--- src/rtl/pingpong_buffer_if.sv ---
// Producer/consumer bundle for the ping-pong buffer.
// master = router/PE side, slave = buffer.
interface pingpong_buffer_if #(
  parameter int DataWidth = 8,
  parameter int AddrWidth = 6
);
  logic                 writeEn;
  logic [AddrWidth-1:0] writeAddr;
  logic [DataWidth-1:0] dataIn;
  logic                 writeDone;
  logic                 writeReady;
  logic                 readEn;
  logic [AddrWidth-1:0] readAddr;
  logic                 readDone;
  logic                 readReady;
  logic [DataWidth-1:0] dataOut;
  logic                 dataOutValid;
  logic [1:0]           fullCount;
  logic                 errDropped;

  modport master (
    output writeEn, writeAddr, dataIn, writeDone,
    output readEn, readAddr, readDone,
    input  writeReady, readReady, dataOut,
    input  dataOutValid, fullCount, errDropped
  );

  modport slave (
    input  writeEn, writeAddr, dataIn, writeDone,
    input  readEn, readAddr, readDone,
    output writeReady, readReady, dataOut,
    output dataOutValid, fullCount, errDropped
  );
endinterface

--- src/rtl/pingpong_buffer.sv ---
// Two-bank ping-pong buffer with commit/release bank handoff.
// Optional PINGPONG_ERR_EN: sticky errDropped flag plus drop log.
module pingpong_buffer #(
  parameter int Depth     = 64,
  parameter int DataWidth = 8,
  parameter int AddrWidth = $clog2(Depth)
) (
  input logic            clk,
  input logic            rst,
  pingpong_buffer_if.slave bus
);
  localparam logic [AddrWidth:0] DepthL =
    (AddrWidth+1)'(Depth);

  logic [DataWidth-1:0] r_mem0 [Depth];
  logic [DataWidth-1:0] r_mem1 [Depth];

  logic [1:0]           r_bankFull;
  logic [1:0]           w_bankFullNxt;
  logic                 r_wrSel;
  logic                 r_rdSel;
  logic [DataWidth-1:0] r_dataOut;
  logic                 r_dataOutValid;

  logic                 w_writeReady;
  logic                 w_readReady;
  logic                 w_wrInRange;
  logic                 w_rdInRange;
  logic                 w_wrFire;
  logic                 w_rdFire;
  logic                 w_commit;
  logic                 w_release;
  logic [DataWidth-1:0] w_rdData;

  assign w_writeReady = !r_bankFull[r_wrSel];
  assign w_readReady  = r_bankFull[r_rdSel];

  assign w_wrInRange = {1'b0, bus.writeAddr} < DepthL;
  assign w_rdInRange = {1'b0, bus.readAddr} < DepthL;

  assign w_wrFire  = bus.writeEn && w_writeReady
                  && w_wrInRange;
  assign w_rdFire  = bus.readEn && w_readReady;
  assign w_commit  = bus.writeDone && w_writeReady;
  assign w_release = bus.readDone && w_readReady;

  // Commit targets an empty bank, release a full one,
  // so both may apply in the same cycle.
  always_comb begin
    w_bankFullNxt = r_bankFull;
    if (w_commit)
      w_bankFullNxt[r_wrSel] = 1'b1;
    if (w_release)
      w_bankFullNxt[r_rdSel] = 1'b0;
  end

  always_comb begin
    w_rdData = '0;
    if (w_rdInRange)
      w_rdData = r_rdSel ? r_mem1[bus.readAddr]
                         : r_mem0[bus.readAddr];
  end

  always_ff @(posedge clk) begin
    if (w_wrFire) begin
      if (r_wrSel)
        r_mem1[bus.writeAddr] <= bus.dataIn;
      else
        r_mem0[bus.writeAddr] <= bus.dataIn;
    end
  end

  always_ff @(posedge clk or posedge rst) begin
    if (rst) begin
      r_bankFull <= 2'b00;
      r_wrSel    <= 1'b0;
      r_rdSel    <= 1'b0;
    end else begin
      r_bankFull <= w_bankFullNxt;
      if (w_commit)
        r_wrSel <= !r_wrSel;
      if (w_release)
        r_rdSel <= !r_rdSel;
    end
  end

  always_ff @(posedge clk or posedge rst) begin
    if (rst) begin
      r_dataOut      <= '0;
      r_dataOutValid <= 1'b0;
    end else begin
      r_dataOutValid <= w_rdFire;
      if (w_rdFire)
        r_dataOut <= w_rdData;
    end
  end

  assign bus.writeReady   = w_writeReady;
  assign bus.readReady    = w_readReady;
  assign bus.dataOut      = r_dataOut;
  assign bus.dataOutValid = r_dataOutValid;
  assign bus.fullCount    = {1'b0, r_bankFull[0]}
                          + {1'b0, r_bankFull[1]};

`ifdef PINGPONG_ERR_EN
  logic r_errDropped;
  logic w_wrDrop;
  logic w_rdDrop;

  assign w_wrDrop = (bus.writeEn || bus.writeDone)
                 && !w_writeReady;
  assign w_rdDrop = (bus.readEn || bus.readDone)
                 && !w_readReady;

  always_ff @(posedge clk or posedge rst) begin
    if (rst)
      r_errDropped <= 1'b0;
    else if (w_wrDrop || w_rdDrop)
      r_errDropped <= 1'b1;
  end

  always @(posedge clk) begin
    if (!rst && w_wrDrop)
      $display("[pingpong_buffer] dropped %s addr=%0d t=%0t",
        bus.writeEn ? "write" : "writeDone",
        bus.writeAddr, $time);
    if (!rst && w_rdDrop)
      $display("[pingpong_buffer] dropped %s addr=%0d t=%0t",
        bus.readEn ? "read" : "readDone",
        bus.readAddr, $time);
  end

  assign bus.errDropped = r_errDropped;
`else
  assign bus.errDropped = 1'b0;
`endif
endmodule

--- src/flat_wrapper.sv ---
// flat-port wrapper written by rule: the top's interface ports become plain ports
module pingpong_buffer_flat 
#(
  parameter int Depth     = 64,
  parameter int DataWidth = 8,
  parameter int AddrWidth = $clog2(Depth)
)
  (clk, rst, bus_writeEn, bus_writeAddr, bus_dataIn, bus_writeDone, bus_readEn, bus_readAddr, bus_readDone, bus_writeReady, bus_readReady, bus_dataOut, bus_dataOutValid, bus_fullCount, bus_errDropped);
  pingpong_buffer_if #(.DataWidth(DataWidth), .AddrWidth(AddrWidth)) bus_i ();
  input logic clk;
  input logic rst;
  input wire logic [$bits(bus_i.writeEn)-1:0] bus_writeEn;
  input wire logic [$bits(bus_i.writeAddr)-1:0] bus_writeAddr;
  input wire logic [$bits(bus_i.dataIn)-1:0] bus_dataIn;
  input wire logic [$bits(bus_i.writeDone)-1:0] bus_writeDone;
  input wire logic [$bits(bus_i.readEn)-1:0] bus_readEn;
  input wire logic [$bits(bus_i.readAddr)-1:0] bus_readAddr;
  input wire logic [$bits(bus_i.readDone)-1:0] bus_readDone;
  output wire logic [$bits(bus_i.writeReady)-1:0] bus_writeReady;
  output wire logic [$bits(bus_i.readReady)-1:0] bus_readReady;
  output wire logic [$bits(bus_i.dataOut)-1:0] bus_dataOut;
  output wire logic [$bits(bus_i.dataOutValid)-1:0] bus_dataOutValid;
  output wire logic [$bits(bus_i.fullCount)-1:0] bus_fullCount;
  output wire logic [$bits(bus_i.errDropped)-1:0] bus_errDropped;
  assign bus_i.writeEn = bus_writeEn;
  assign bus_i.writeAddr = bus_writeAddr;
  assign bus_i.dataIn = bus_dataIn;
  assign bus_i.writeDone = bus_writeDone;
  assign bus_i.readEn = bus_readEn;
  assign bus_i.readAddr = bus_readAddr;
  assign bus_i.readDone = bus_readDone;
  assign bus_writeReady = bus_i.writeReady;
  assign bus_readReady = bus_i.readReady;
  assign bus_dataOut = bus_i.dataOut;
  assign bus_dataOutValid = bus_i.dataOutValid;
  assign bus_fullCount = bus_i.fullCount;
  assign bus_errDropped = bus_i.errDropped;
  pingpong_buffer #(.Depth(Depth), .DataWidth(DataWidth), .AddrWidth(AddrWidth)) u_core (.clk(clk), .rst(rst), .bus(bus_i));
endmodule
--- config.mk ---
export PLATFORM = sky130hd
export DESIGN_NAME = pingpong_buffer_flat
export DESIGN_NICKNAME = d
export VERILOG_FILES = /design/src/rtl/pingpong_buffer_if.sv /design/src/rtl/pingpong_buffer.sv /design/src/flat_wrapper.sv
export SDC_FILE = /design/constraint.sdc
export NUM_CORES = 1
export LEC_CHECK = 0
export ABC_AREA = 1
export BUFFER_PORTS_ARGS = -buffer_cell sky130_fd_sc_hd__buf_2
export CELL_PAD_IN_SITES_DETAIL_PLACEMENT = 1
export CELL_PAD_IN_SITES_GLOBAL_PLACEMENT = 2
export CORE_ASPECT_RATIO = 0.75
export CORE_UTILIZATION = 47
export DETAILED_ROUTE_END_ITERATION = 7
export HOLD_SLACK_MARGIN = 0.12
export PLACE_DENSITY = 0.87
export RECOVER_POWER = 100
export SETUP_SLACK_MARGIN = 0.02
export SYNTH_ARGS = -nofsm -noshare
export SYNTH_HDL_FRONTEND = slang
export SYNTH_SLANG_ARGS = --single-unit
--- constraint.sdc ---
create_clock -name clk -period 4.8 [get_ports clk]
set_input_delay 0.96 -clock clk [delete_from_list [all_inputs] [get_ports clk]]
set_output_delay 0.96 -clock clk [all_outputs]
set_load 0.005 [all_outputs]
======== Word-level counts from Yosys, hierarchy flattened ========
Memory sizes are Yosys's and may differ from the RTL's.
Index checks and enable logic that the tools add are counted.
word-level totals
  flip-flop bits (word level) ............. 13
  memory bits (writable) .................. 1,024
  bits of input ports ..................... 26
  logic and storage cells ................. 41
  memories kept ........................... 2
operators by class
  add/sub/neg operators ................... 1
  $lt $le $gt $ge ......................... 4
  mux-type cells .......................... 17
  bitwise operators ....................... 3
  reductions and logical operators ........ 9
memory list
  name           depth  bits a word  rd ports  clocked after Yosys merged registers in  write ports  RTL line               source
  u_core.r_mem0  64     8            1         0                                        1            pingpong_buffer.sv:15  logic [DataWidth-1:0] r_mem0 [Depth];
  u_core.r_mem1  64     8            1         0                                        1            pingpong_buffer.sv:16  logic [DataWidth-1:0] r_mem1 [Depth];
operator list
  cell                                                       count
  2-to-1 mux 1 bit                                           12
  2-to-1 mux 8 bit                                           1
  logical AND 1 bit                                          6
  < comparator 1 x 2 -> 1 bit (second input constant)        2
  2-to-1 mux 2 bit                                           2
  logical NOT 1 bit                                          3
  adder 1 x 1 -> 2 bit                                       1
  AND 2 bit                                                  1
  demux 1 bit (select 1 bit)                                 2
  greater-or-equal comparator 1 bit (second input constant)  2
  NOT 2 bit                                                  1
  OR 2 bit                                                   1

======== Logic depth before layout (Yosys ltp) ========
  word-level depth ........................ 8
  gate-level depth with buffers ........... 14
  mapped depth without buffers ............ 11

======== Worst setup path before layout ========
No wires, ideal clock.
  path type ............................... in2reg
  from .................................... input port bus_writeAddr[3]
  to ...................................... memory u_core.r_mem0[56][0] (enable)
  setup time .............................. 0.383 ns
  arrival ................................. 2.238 ns
  required time ........................... 4.417 ns
  slack ................................... 2.179 ns
  stages .................................. 4
  cell sequence ........................... inv_1 > nor3_1 > inv_1 > nor3_1
RTL lines
  item         RTL line               source
  from (decl)  flat_wrapper.sv:13     input wire logic [$bits(bus_i.writeAddr)-1:0] bus_writeAddr;
  to (decl)    pingpong_buffer.sv:15
No word-level cell before the write port.

======== Worst setup path in the final report ========
  from .................................... input port bus_writeAddr[2]
  to ...................................... memory u_core.r_mem0[53][7] (enable)
No word-level cell before the write port.

==> results.yml <==
outcome:
  outcome: "complete, but fails checks"
  violations: "capacitance limit, slew limit"
sta:
  max_slew_margin_pct: -129
  tns_ns: 0
  rsz0062_at_grt: "false"
  clock.fmax_ghz: 0.251
  slew_viol_final: 769
  period_share_pct: 82.9
  tightest_slew_ns: 3.44
  post-route-min-period_ns: 3.98
  setup_viol: 0
  hold_slack_ns: 0.374
  finClkSkew_ns: 0.0155
  hold_viol: 0
power_and_ir_drop:
  leakagePower_nw: 16.3
  p_per_area_nw_per_um2: 424
  peakVddDrop_mv: 0.299
  total_power_mw: 19.9
die:
  initial_core_util_pct: 47.5
  coreArea_sq_um: 89600
  dieArea_sq_um: 91800
  ios: 40
  rows: 95
  die_h_um: 263
  die_x_um: 349
worst_setup_path:
  critPathMaxStageDelay_ns: 1.50
  start_kind: "input pin"
  crit_arrival_ns: 4.27
  r2r_setup_slack_ns: 1.04
  crit_type: "input pin to flip-flop"
  crit_path_end_kind: "flip-flop"
  crit_buf_inv: 2
  path_delay_family: "simple AND/OR/NAND/NOR gates"
  endpoint: "u_core.r_mem0[53][7]$_DFFE_PP_"
  critical_path.cell_chain: "clkbuf_1 > inv_1 > nor3_1 > nand2_1 > nor2_1"
  worst_ep_required_time_ns: 5.09
  crit_fanout: 8
  cp_slowest_cell: "nor3_1"
  startpoint: "bus_writeAddr[2]"
  cp.depth: 5
  reg2regPathDepth: 4
  rr_endpoint: "u_core.r_mem0[15][6]$_DFFE_PP_"
  r2r-start: "u_core.r_bankFull[0]$_DFF_PP0_"
synth:
  syn-cell-area_sq_um: 42600
  ys_ff_latch: 1037
  post-synth-top-area-fraction_pct: 72.2
  seq_area_frac_synth_pct: 73.0
  yosysUniqueCellTypes: 22
  yosys-top-cells-area: "edfxtp_1 72%, nand3_1 12%, nand2_1 10%"
  syn_inst: 3605
  synth_top_cell_by_area: "edfxtp_1"
  synth_warnings: 0
  syn_area_per_cell_sq_um: 11.8
  synthesis.nets: 3632
global_routing:
  grt_pass1_wl_um: 192000
  grtUsageTotal_pct: 28.2
  grt_pass1_vias: 29500
  grt_max_degree: 150
  overflow: 0
  antenna_found_initial: 6
route:
  dr.pass1.iters: 5
  viasPerCell: 5.89
  route.detailed.drc: 0
  wirelength_um: 129000
  ant_nets: 0
  dr_total_vias: 28700
  first_iter_violations: 2982
  wl_per_cell_um: 26.5
finish:
  fillers: 9356
  fin_cells: 4879
  layout_common_cells: "1,171 x nand2_1, 1,024 x edfxtp_1, 985 x nand3_1"
  layout.nets: 3610
  drive_gt1_share_pct: 6.44
  synthToLayoutAreaGrowth_pct: 10.1
  mostFrequentLayoutCell: "nand2_1"
  design_area_sq_um: 46900
place:
  dp_hpwl_um: 75800
  gp_congestion: 0.833
  port_buffers: 38
  dp.cells: 4692
  placed_area_sq_um: 43700
min_path:
  hold_class: "input pin to asynchronous set/reset pin"
clock_network:
  cts_max_path_buffers: 3
  postCtsHoldBufs: 0
  htreeDepth: 3
  path_clk_slew_ns: 0.06
  post_cts_buffers: 0
  clk_latency_ns: 0.68
  cts_tree: "done"
  numCtsBuffers: 101
  cts.sinks: 1037
  ctsResizeCount: 0
  root_buffer: "clkbuf_16"
run:
  maxCapViolations: 15
## area by class of cell
| class | count | area, sq um | area share (%) |
|---|---|---|---|
| flip-flops and latches | 1037 | 31100 | 66.3 |
| multi-input cells | 2311 | 9990 | 21.3 |
| clock buffers | 117 | 2670 | 5.70 |
| well taps | 1212 | 1520 | 3.24 |
| repair buffers | 111 | 878 | 1.87 |
| clock inverters | 68 | 649 | 1.39 |
| inverters | 21 | 91.3 | 0.195 |
| diodes | 2 | 5.00 | 0.0107 |
## how the worst min path moves through the flow
stage / end / slack [ns] / cells after the start
3_5_place_dp: u_core.r_bankFull[0]$_DFF_PP0_ / 0.57 / 1
2_1_floorplan: u_core.bus.dataOut[0]$_DFFE_PP0P_ / 0.47 / 2
4_1_cts: u_core.bus.dataOut[7]$_DFFE_PP0P_ / 0.37 / 2
6_report: u_core.r_bankFull[0]$_DFF_PP0_ / 0.37 / 2
5_1_grt: u_core.bus.dataOut[7]$_DFFE_PP0P_ / 0.40 / 2
3_3_place_gp: u_core.r_bankFull[0]$_DFF_PP0_ / 0.56 / 1
## worst register-to-register path, delay by kind of cell, from the launching register on
kind / cells / cell delay (ns)
buf+inv: 1 / 1.07
flops: 1 / 0.42
simple gates: 3 / 1.86
## where the power goes
group | leakage, nW | internal (mW) | switching [mW] | total (mW)
Combinational | 5.26 | 0.357 | 1.19 | 1.55
Sequential | 9.36 | 10.0 | 0.138 | 10.2
Clock | 1.64 | 4.67 | 3.47 | 8.14
## metrics by stage
step	setup WS, ns	util, %
after floorplan	2.18	-
final	0.819	52.3
after global routing	0.735	52.3
after CTS	1.46	52.5
after detailed placement	1.24	48.7
after global placement	1.23	48.7
## kinds of logic (layout without fill, tap and decap cells)
family                   count (synthesis)  count (layout)  share of synthesized area [%]
adder cells (fa/ha/maj)                  1               1                         0.0294
AO/OA/AOI/OAI                            6               6                         0.0794
other                                    1               3                        0.00881
flip-flops                            1037            1037                           73.0
AND/OR/NAND/NOR                       2301            2301                           23.2
XOR/XNOR                                 2               2                         0.0412
buffers and inverters                  257             317                           3.58
## registers in the layout (all words and copies together), names as in the netlist
signal / flops
u_core.bus.dataOutValid: 1
u_core.r_bankFull: 2
u_core.r_wrSel: 1
u_core.r_mem0: 512
u_core.r_mem1: 512
u_core.r_rdSel: 1
u_core.bus.dataOut: 8
## synth_stat cells
cell and count:
nand2_1 1171, edfxtp_1 1024, nand3_1 985, buf_2 129, nor2_1 125, buf_6 49, clkbuf_1 33, nor3_1 20
buf_1 18, inv_1 17, dfrtp_1 13, buf_4 7, o21ai_0 3, inv_2 2, xor2_1 2, a21oi_1 1
a31oi_1 1, clkinv_1 1, conb_1 1, ha_1 1, inv_6 1, o21bai_1 1
## metal layers
| metal | routed length (um) | vias to the layer above | track usage (%) | part of all wire (%) |
|---|---|---|---|---|
| met1 | 55500 | 14800 | 39.8 | 43 |
| li1 | - | 12700 | - | - |
| met3 | 8570 | 214 | 4.26 | 6.6 |
| met5 | 20 | - | 0 | 0.015 |
| met2 | 61500 | 985 | 45.4 | 48 |
| met4 | 3560 | 4 | 8.19 | 2.8 |
(Power assumes the default switching activity.)
